<file path="src/rtl/multicycle_adder.sv">
// multicycle_adder: adds or subtracts two WIDTH-bit operands CHUNK bits per cycle.
// An operand set is accepted on a valid/ready handshake, processed over NCH = WIDTH/CHUNK
// compute cycles, and the registered result is held until the consumer takes it.
//
// Ports:
//   clk        clock, all state updates on the rising edge
//   rst_n      asynchronous active-low reset
//   in_valid   operand set present on X, Y, cin, sub
//   in_ready   block can accept an operand set this cycle
//   X, Y       operands
//   cin        carry-in for add mode (ignored when sub=1)
//   sub        0: X+Y+cin, 1: X-Y (X+~Y+1)
//   out_valid  S, Cout, Ovf hold a valid result
//   out_ready  consumer accepts the result this cycle
//   S          registered sum/difference
//   Cout       carry out of the MSB (for sub, 1 means no borrow)
//   Ovf        two's-complement overflow
module multicycle_adder #(
    parameter int WIDTH = 8,
    parameter int CHUNK = 2
) (
    input  logic             clk,
    input  logic             rst_n,
    input  logic             in_valid,
    output logic             in_ready,
    input  logic [WIDTH-1:0] X,
    input  logic [WIDTH-1:0] Y,
    input  logic             cin,
    input  logic             sub,
    output logic             out_valid,
    input  logic             out_ready,
    output logic [WIDTH-1:0] S,
    output logic             Cout,
    output logic             Ovf
);

    localparam int NCH = WIDTH / CHUNK;
    localparam int IW  = (NCH > 1) ? $clog2(NCH) : 1;
    localparam logic [IW-1:0] LAST_IDX = IW'(NCH - 1);

    localparam logic [1:0] IDLE = 2'd0;
    localparam logic [1:0] CALC = 2'd1;
    localparam logic [1:0] DONE = 2'd2;

    logic [1:0]       state_q, state_d;
    logic [WIDTH-1:0] a_q, a_d;
    logic [WIDTH-1:0] b_q, b_d;
    logic             carry_q, carry_d;
    logic [IW-1:0]    idx_q, idx_d;
    logic [WIDTH-1:0] s_q, s_d;
    logic             cout_q, cout_d;
    logic             ovf_q, ovf_d;

    logic [31:0]      base;
    logic [CHUNK-1:0] a_chunk;
    logic [CHUNK-1:0] b_chunk;
    logic [CHUNK:0]   chunk_sum;
    logic             msb_carry_in;
    logic             accept;

    assign in_ready  = (state_q == IDLE) || ((state_q == DONE) && out_ready);
    assign out_valid = (state_q == DONE);
    assign accept    = in_valid && in_ready;

    assign S    = s_q;
    assign Cout = cout_q;
    assign Ovf  = ovf_q;

    always_comb begin
        base      = 32'(idx_q) * 32'(CHUNK);
        a_chunk   = a_q[base +: CHUNK];
        b_chunk   = b_q[base +: CHUNK];
        chunk_sum = {1'b0, a_chunk} + {1'b0, b_chunk} + {{CHUNK{1'b0}}, carry_q};
        // Carry into the top bit recovered from the sum bit: s = a ^ b ^ c_in.
        msb_carry_in = a_chunk[CHUNK-1] ^ b_chunk[CHUNK-1] ^ chunk_sum[CHUNK-1];
    end

    always_comb begin
        state_d = state_q;
        a_d     = a_q;
        b_d     = b_q;
        carry_d = carry_q;
        idx_d   = idx_q;
        s_d     = s_q;
        cout_d  = cout_q;
        ovf_d   = ovf_q;

        case (state_q)
            IDLE: ;
            CALC: begin
                s_d[base +: CHUNK] = chunk_sum[CHUNK-1:0];
                carry_d            = chunk_sum[CHUNK];
                if (idx_q == LAST_IDX) begin
                    cout_d  = chunk_sum[CHUNK];
                    ovf_d   = msb_carry_in ^ chunk_sum[CHUNK];
                    idx_d   = '0;
                    state_d = DONE;
                end else begin
                    idx_d = idx_q + IW'(1);
                end
            end
            DONE: begin
                if (out_ready && !in_valid) begin
                    state_d = IDLE;
                end
            end
            default: state_d = IDLE;
        endcase

        // Accept is only possible in IDLE or in DONE with out_ready, so it overrides
        // the per-state decisions above; from DONE this gives back-to-back operation.
        if (accept) begin
            a_d     = X;
            b_d     = Y ^ {WIDTH{sub}};
            carry_d = sub | cin;
            idx_d   = '0;
            state_d = CALC;
        end
    end

    always_ff @(posedge clk or negedge rst_n) begin
        if (!rst_n) begin
            state_q <= IDLE;
            a_q     <= '0;
            b_q     <= '0;
            carry_q <= 1'b0;
            idx_q   <= '0;
            s_q     <= '0;
            cout_q  <= 1'b0;
            ovf_q   <= 1'b0;
        end else begin
            state_q <= state_d;
            a_q     <= a_d;
            b_q     <= b_d;
            carry_q <= carry_d;
            idx_q   <= idx_d;
            s_q     <= s_d;
            cout_q  <= cout_d;
            ovf_q   <= ovf_d;
        end
    end

endmodule

</file>
<file path="config.mk">
export PLATFORM = sky130hd
export DESIGN_NAME = multicycle_adder
export DESIGN_NICKNAME = d
export VERILOG_FILES = /design/src/rtl/multicycle_adder.sv
export SDC_FILE = /design/constraint.sdc
export NUM_CORES = 1
export LEC_CHECK = 0
export ABC_CLOCK_PERIOD_IN_PS = 3000
export BUFFER_PORTS_ARGS = -buffer_cell sky130_fd_sc_hd__buf_2
export CELL_PAD_IN_SITES_DETAIL_PLACEMENT = 1
export CELL_PAD_IN_SITES_GLOBAL_PLACEMENT = 1
export CORE_ASPECT_RATIO = 1.25
export CORE_MARGIN = 1
export CORE_UTILIZATION = 44
export CTS_CLUSTER_SIZE = 25
export DETAILED_ROUTE_END_ITERATION = 8
export PLACE_DENSITY = 0.82
export RECOVER_POWER = 25
export SLEW_MARGIN = 30
export SYNTH_ARGS = -nofsm -noshare
export SYNTH_HDL_FRONTEND = slang
export SYNTH_SLANG_ARGS = --single-unit
</file>
<file path="constraint.sdc">
create_clock -name clk -period 3 [get_ports clk]
set_clock_uncertainty 0.1 [all_clocks]
set_input_delay 0 -clock clk [delete_from_list [all_inputs] [get_ports clk]]
set_output_delay 0 -clock clk [all_outputs]
set_load 0.01 [all_outputs]
</file>
# Yosys cells after proc, flatten, opt, wreduce, memory -nomap -nowiden
# Index checks and enable logic that the tools add are counted.
[op_classes]
shift = 4
addsub = 4
n_reduce_logical = 9
mux = 10
n_eq_ne = 6
n_bitwise = 5
[op_table]
columns = ["operator", "n"]
rows = [
  ["3-bit negation with 34-bit output", 1],
  ["2-bit by 34-bit variable shift with 8-bit output (first input constant)", 1],
  ["2-bit by 34-bit variable part select with 8-bit output", 1],
  ["8-bit by 4-bit variable part select with 2-bit output", 2],
  ["2-bit two-way mux", 6],
  ["8-bit bitwise mux", 1],
  ["8-bit bitwise XOR", 1],
  ["2-bit one-hot mux with 3 select lines", 1],
  ["2-bit == test (second input constant)", 2],
  ["2-bit by 2-bit adder with 3-bit output", 1],
  ["3-bit by 1-bit adder with 3-bit output", 1],
  ["1-bit logical AND", 3],
  ["3-bit by 1-bit != test with 1-bit output (second input constant)", 1],
  ["3-bit != test (second input constant)", 1],
  ["3-bit AND reduction", 1],
  ["1-bit bitwise XOR", 3],
  ["2-bit by 1-bit adder with 2-bit output (second input constant)", 1],
  ["2-bit by 1-bit == test with 1-bit output (second input constant)", 1],
  ["2-bit logical NOT", 1],
  ["1-bit two-way mux", 2],
  ["2-bit != test (second input constant)", 1],
  ["2-bit AND reduction", 1],
  ["2-bit nonzero test", 1],
  ["1-bit logical NOT", 1],
  ["other kinds (2)", 2],
]
[word_totals]
wordCells = 46
ff_bits = 31
output_inout_bits = 12

# Longest topological paths before layout
[depth]
depth_word = 6
mapped_depth = 7
depth_no_buf = 6

# Worst setup path after synthesis
# OpenSTA, ideal clock, no wires.
[synth_timing]
path_kind = "register to register"
startpoint = "register idx_q[0]"
endpoint = "register ovf_q, in the netlist Ovf"
setup_slack_ps = 312
synth_period_minus_slack_ps = 2688
path_stages_with_launch = 8
arrival_time_ps = 2464
path_cell_list = "dfrtp_1 > buf_2 > mux4_2 > fa_1 > fa_1 > xnor2_1 > xnor2_1 > mux2_2"
[synth_rtl]
columns = ["item", "line", "rtl"]
rows = [
  ["start, declared", "49", "logic [IW-1:0] idx_q, idx_d;"],
  ["start signal, assigned", "136", "idx_q <= idx_d;"],
  ["8-bit by 4-bit variable part select with 2-bit output, on equally long branches", "71, 72", ""],
  ["2-bit by 2-bit adder with 3-bit output *", "73", "chunk_sum = {1'b0, a_chunk} + {1'b0, b_chunk} + {{CHUNK{1'b0}}, carry_q};"],
  ["3-bit by 1-bit adder with 3-bit output *", "73", ""],
  ["net chunk_sum[2]", "57", "logic [CHUNK:0] chunk_sum;"],
  ["1-bit bitwise XOR *", "95", "ovf_d = msb_carry_in ^ chunk_sum[CHUNK];"],
  ["end signal, assigned", "139", "ovf_q <= ovf_d;"],
  ["end, declared", "52", "logic ovf_q, ovf_d;"],
]
# Mark *: on every way through the listed nets, which the timed path passes. The rest lies on a longest branch.
# A chain may end at the register's enable or synchronous reset.

# Worst setup path after layout
# Ends and elaborated chain as after synthesis.

==> results.yml <==
pwr:
  switching_share: 0.3803
  pwr-share-clk: 0.125
  power.share.sequential: 0.332
  power_switching_uw: 887.9
  p_leak_uw: 0.0009404
  intPower_uw: 1447
  comb_power_share: 0.543
  ir_drop_uv: 610.9
  power_density_mw_per_mm2: 1141
sta:
  tns_ns: 0
  slew_headroom: -0.1007
  period_share: 0.8944
  fin_crit_ns: 2.683
  fmax_mhz: 372.7
  setup_viol: 0
  drv_slew: 32
  worst-slew-pin-transition_ns: 1.651
  rsz0062_at_grt: "no"
  finalHoldViolCount: 0
  fin_ws_ns: 0.3169
synthesis:
  synth_top_cell_by_area: "dfrtp_1"
  synth-compound-area-share: 0.04299
  synthXorXnorAreaFrac: 0.05189
  yosysSeqAreaShare: 0.4596
  syn_inst: 122
  synth_area_leaders: "dfrtp_1 (46%), mux2_4 (14%), mux4_2 (5.3%)"
  avgSynthCellArea_um2: 13.83
  yosys_warnings: 0
  yosys_most_used_dff: "dfrtp_1"
  yosys.area_share.simple: 0.1075
  synthTopCellsByCount: "dfrtp_1 (31), mux2_4 (16), nand2_1 (10)"
  syn-num-nets: 153
  ys_async_sr_fraction: 1.000
  synth_top_family_by_area: "multiplexers"
  synth_edf_count: 0
  ys_ff_latch: 31
  ys_types: 30
  synthMostInstantiatedCell: "dfrtp_1"
  synthesis.area_mm2: 0.001688
  yosysTopAreaCellShare: 0.4596
  synth_fa_ha_area_frac: 0.07561
  synth_mux_area_frac: 0.2342
clock_network:
  path_clk_slew_ns: 0.06
  ctsResizeCount: 0
  cts_max_level: 2
  clkSinkCount: 31
  clockRootBuffer: "clkbuf_8"
  clock_latency_ns: 0.27
  cts_max_path_buffers: 2
  ctsHoldBuffers: 11
  cts_made_buffers: 5
  postCtsSetupBuffers: 0
  cts_tree: "built"
floorplanning:
  core_area_mm2: 0.003573
  die_area_mm2: 0.004089
  dieHeight_um: 71.25
  fp-row-count: 24
  initial_core_util: 0.4723
  die_width_um: 57.40
  io-pin-count: 34
critical_path:
  worst_setup_path_end_kind: "register"
  crit_type: "reg -> reg"
  crit_required_ns: 3.06
  arrival_ns: 2.75
  r2r_setup_slack_ns: 0.32
  start_kind: "register"
  cp_max_fo: 5
global_routing:
  grt_pass1_wl_mm: 5.637
  grt_pass1_vias: 1178
  grt-ovfl-total: 0
  grt_max_degree: 32
  grt_antenna_before_repair: 0
  gr-usage-all-layers: 0.1822
detailed_routing:
  wire_per_inst_um: 16.15
  vias: 1100
  detail-route-antenna-nets: 0
  vias_per_cell: 5.288
  first_pass_iters: 5
  drc_errors: 1
  routed_wl_mm: 3.360
  drt_iter0_drc: 20
flow_run:
  cap_violations: 1
placed_design:
  io_buffers: 33
  place_hpwl_mm: 2.453
  finalWeightedCongestion: 0.7377
  place_ws_ns: 0.3135
cells_and_area:
  n_antenna_cell: 0
  fillers: 369
  drive_gt1_frac: 0.3314
  area_growth_pct: 21.20
  fin_nets: 201
status:
  violations: "design-rule violations, max-capacitance violations, max-slew violations"
  outcome: "finished, violations left"
min_path:
  hold_path_class: "in -> reg"
cells by family (layout without fill, tap and decap cells):
| group | Yosys count | count (layout) |
|---|---|---|
| flip-flops | 31 | 31 |
| AND/OR/NAND/NOR | 29 | 29 |
| multiplexers | 26 | 26 |
| AO/OA/AOI/OAI | 10 | 10 |
| XOR/XNOR | 10 | 10 |
| adder cells (fa/ha/maj) | 9 | 9 |
| buffers and inverters | 7 | 54 |
registers in the layout, summed over array words and instances (netlist names):
name     cells
state_q      2
carry_q      1
Cout         1
S            8
Ovf          1
b_q          8
a_q          8
idx_q        2
power by group through the flow:
stage                     sequential [uW]  combinational, uW  clock (uW)
after floorplan                       729               1020           0
after global placement                772               1200           0
after detailed placement              786               1260           0
after CTS                             782               1300         306
after global routing                  806               1400         316
final                                 776               1270         292
layout make-up:
type | instances | area, um^2 | share of cell area
sequential | 31 | 775.7 | 0.3792
inverter | 2 | 7.507 | 0.003670
tap | 39 | 48.80 | 0.02385
clock buffer | 6 | 72.57 | 0.03547
timing repair buffer | 46 | 276.5 | 0.1352
multi-input combinational | 84 | 864.6 | 0.4226
worst max-delay path: stages (launching register included):
cell and delay (ns):
dfrtp_1 0.49, mux4_2 0.56, fa_1 0.42, fa_1 0.44, xnor2_1 0.17, xnor2_1 0.13, mux2_2 0.26
through the flow:
stage                     hold slack, ns    util  std cells  cell area, um^2  total power [uW]
after floorplan                  -0.3956       -        122             1688              1747
after detailed placement        -0.01773  0.5252        191             1877              2046
after global placement          -0.02434  0.5252        191             1877              1971
final                            0.02416  0.5725        208             2046              2335
after CTS                        0.01611  0.5763        208             2059              2387
after global routing             0.02528  0.5725        208             2046              2527
per-layer routing:
metal,vias up,global-route usage,share of wire
met5,-,0,0
met2,27,0.3372,0.55
li1,517,-,-
met4,0,0.04878,0.0077
met3,5,0.03791,0.038
met1,551,0.2101,0.40
layout by cell type, fill, tap and decap left out, types with 2 or more instances in the layout:
master / count
buf_2: 22
clkbuf_1: 12
nand2b_1: 5
o31ai_1: 5
clkbuf_8: 5
nand2_1: 10
dlygate4sd3_1: 11
buf_4: 2
dfrtp_1: 31
fa_1: 2
mux2_2: 4
xnor2_1: 2
nand3b_1: 3
ha_1: 7
xor2_1: 8
nor2_1: 4
mux2i_1: 2
inv_1: 2
mux4_2: 4
a22o_1: 2
mux2_4: 16
worst paths after layout:
path / to / start / cells after the start
max: Ovf / idx_q[0] / 6
min: b_q[6] / Y[6] / 3
max reg2reg: Ovf / idx_q[0] / 6
min reg2reg: S[7] / S[7] / 2
max in group asynchronous: idx_q[1] / rst_n / 2
min in group asynchronous: S[2] / rst_n / 2
Power figures use the tool's default switching activity.
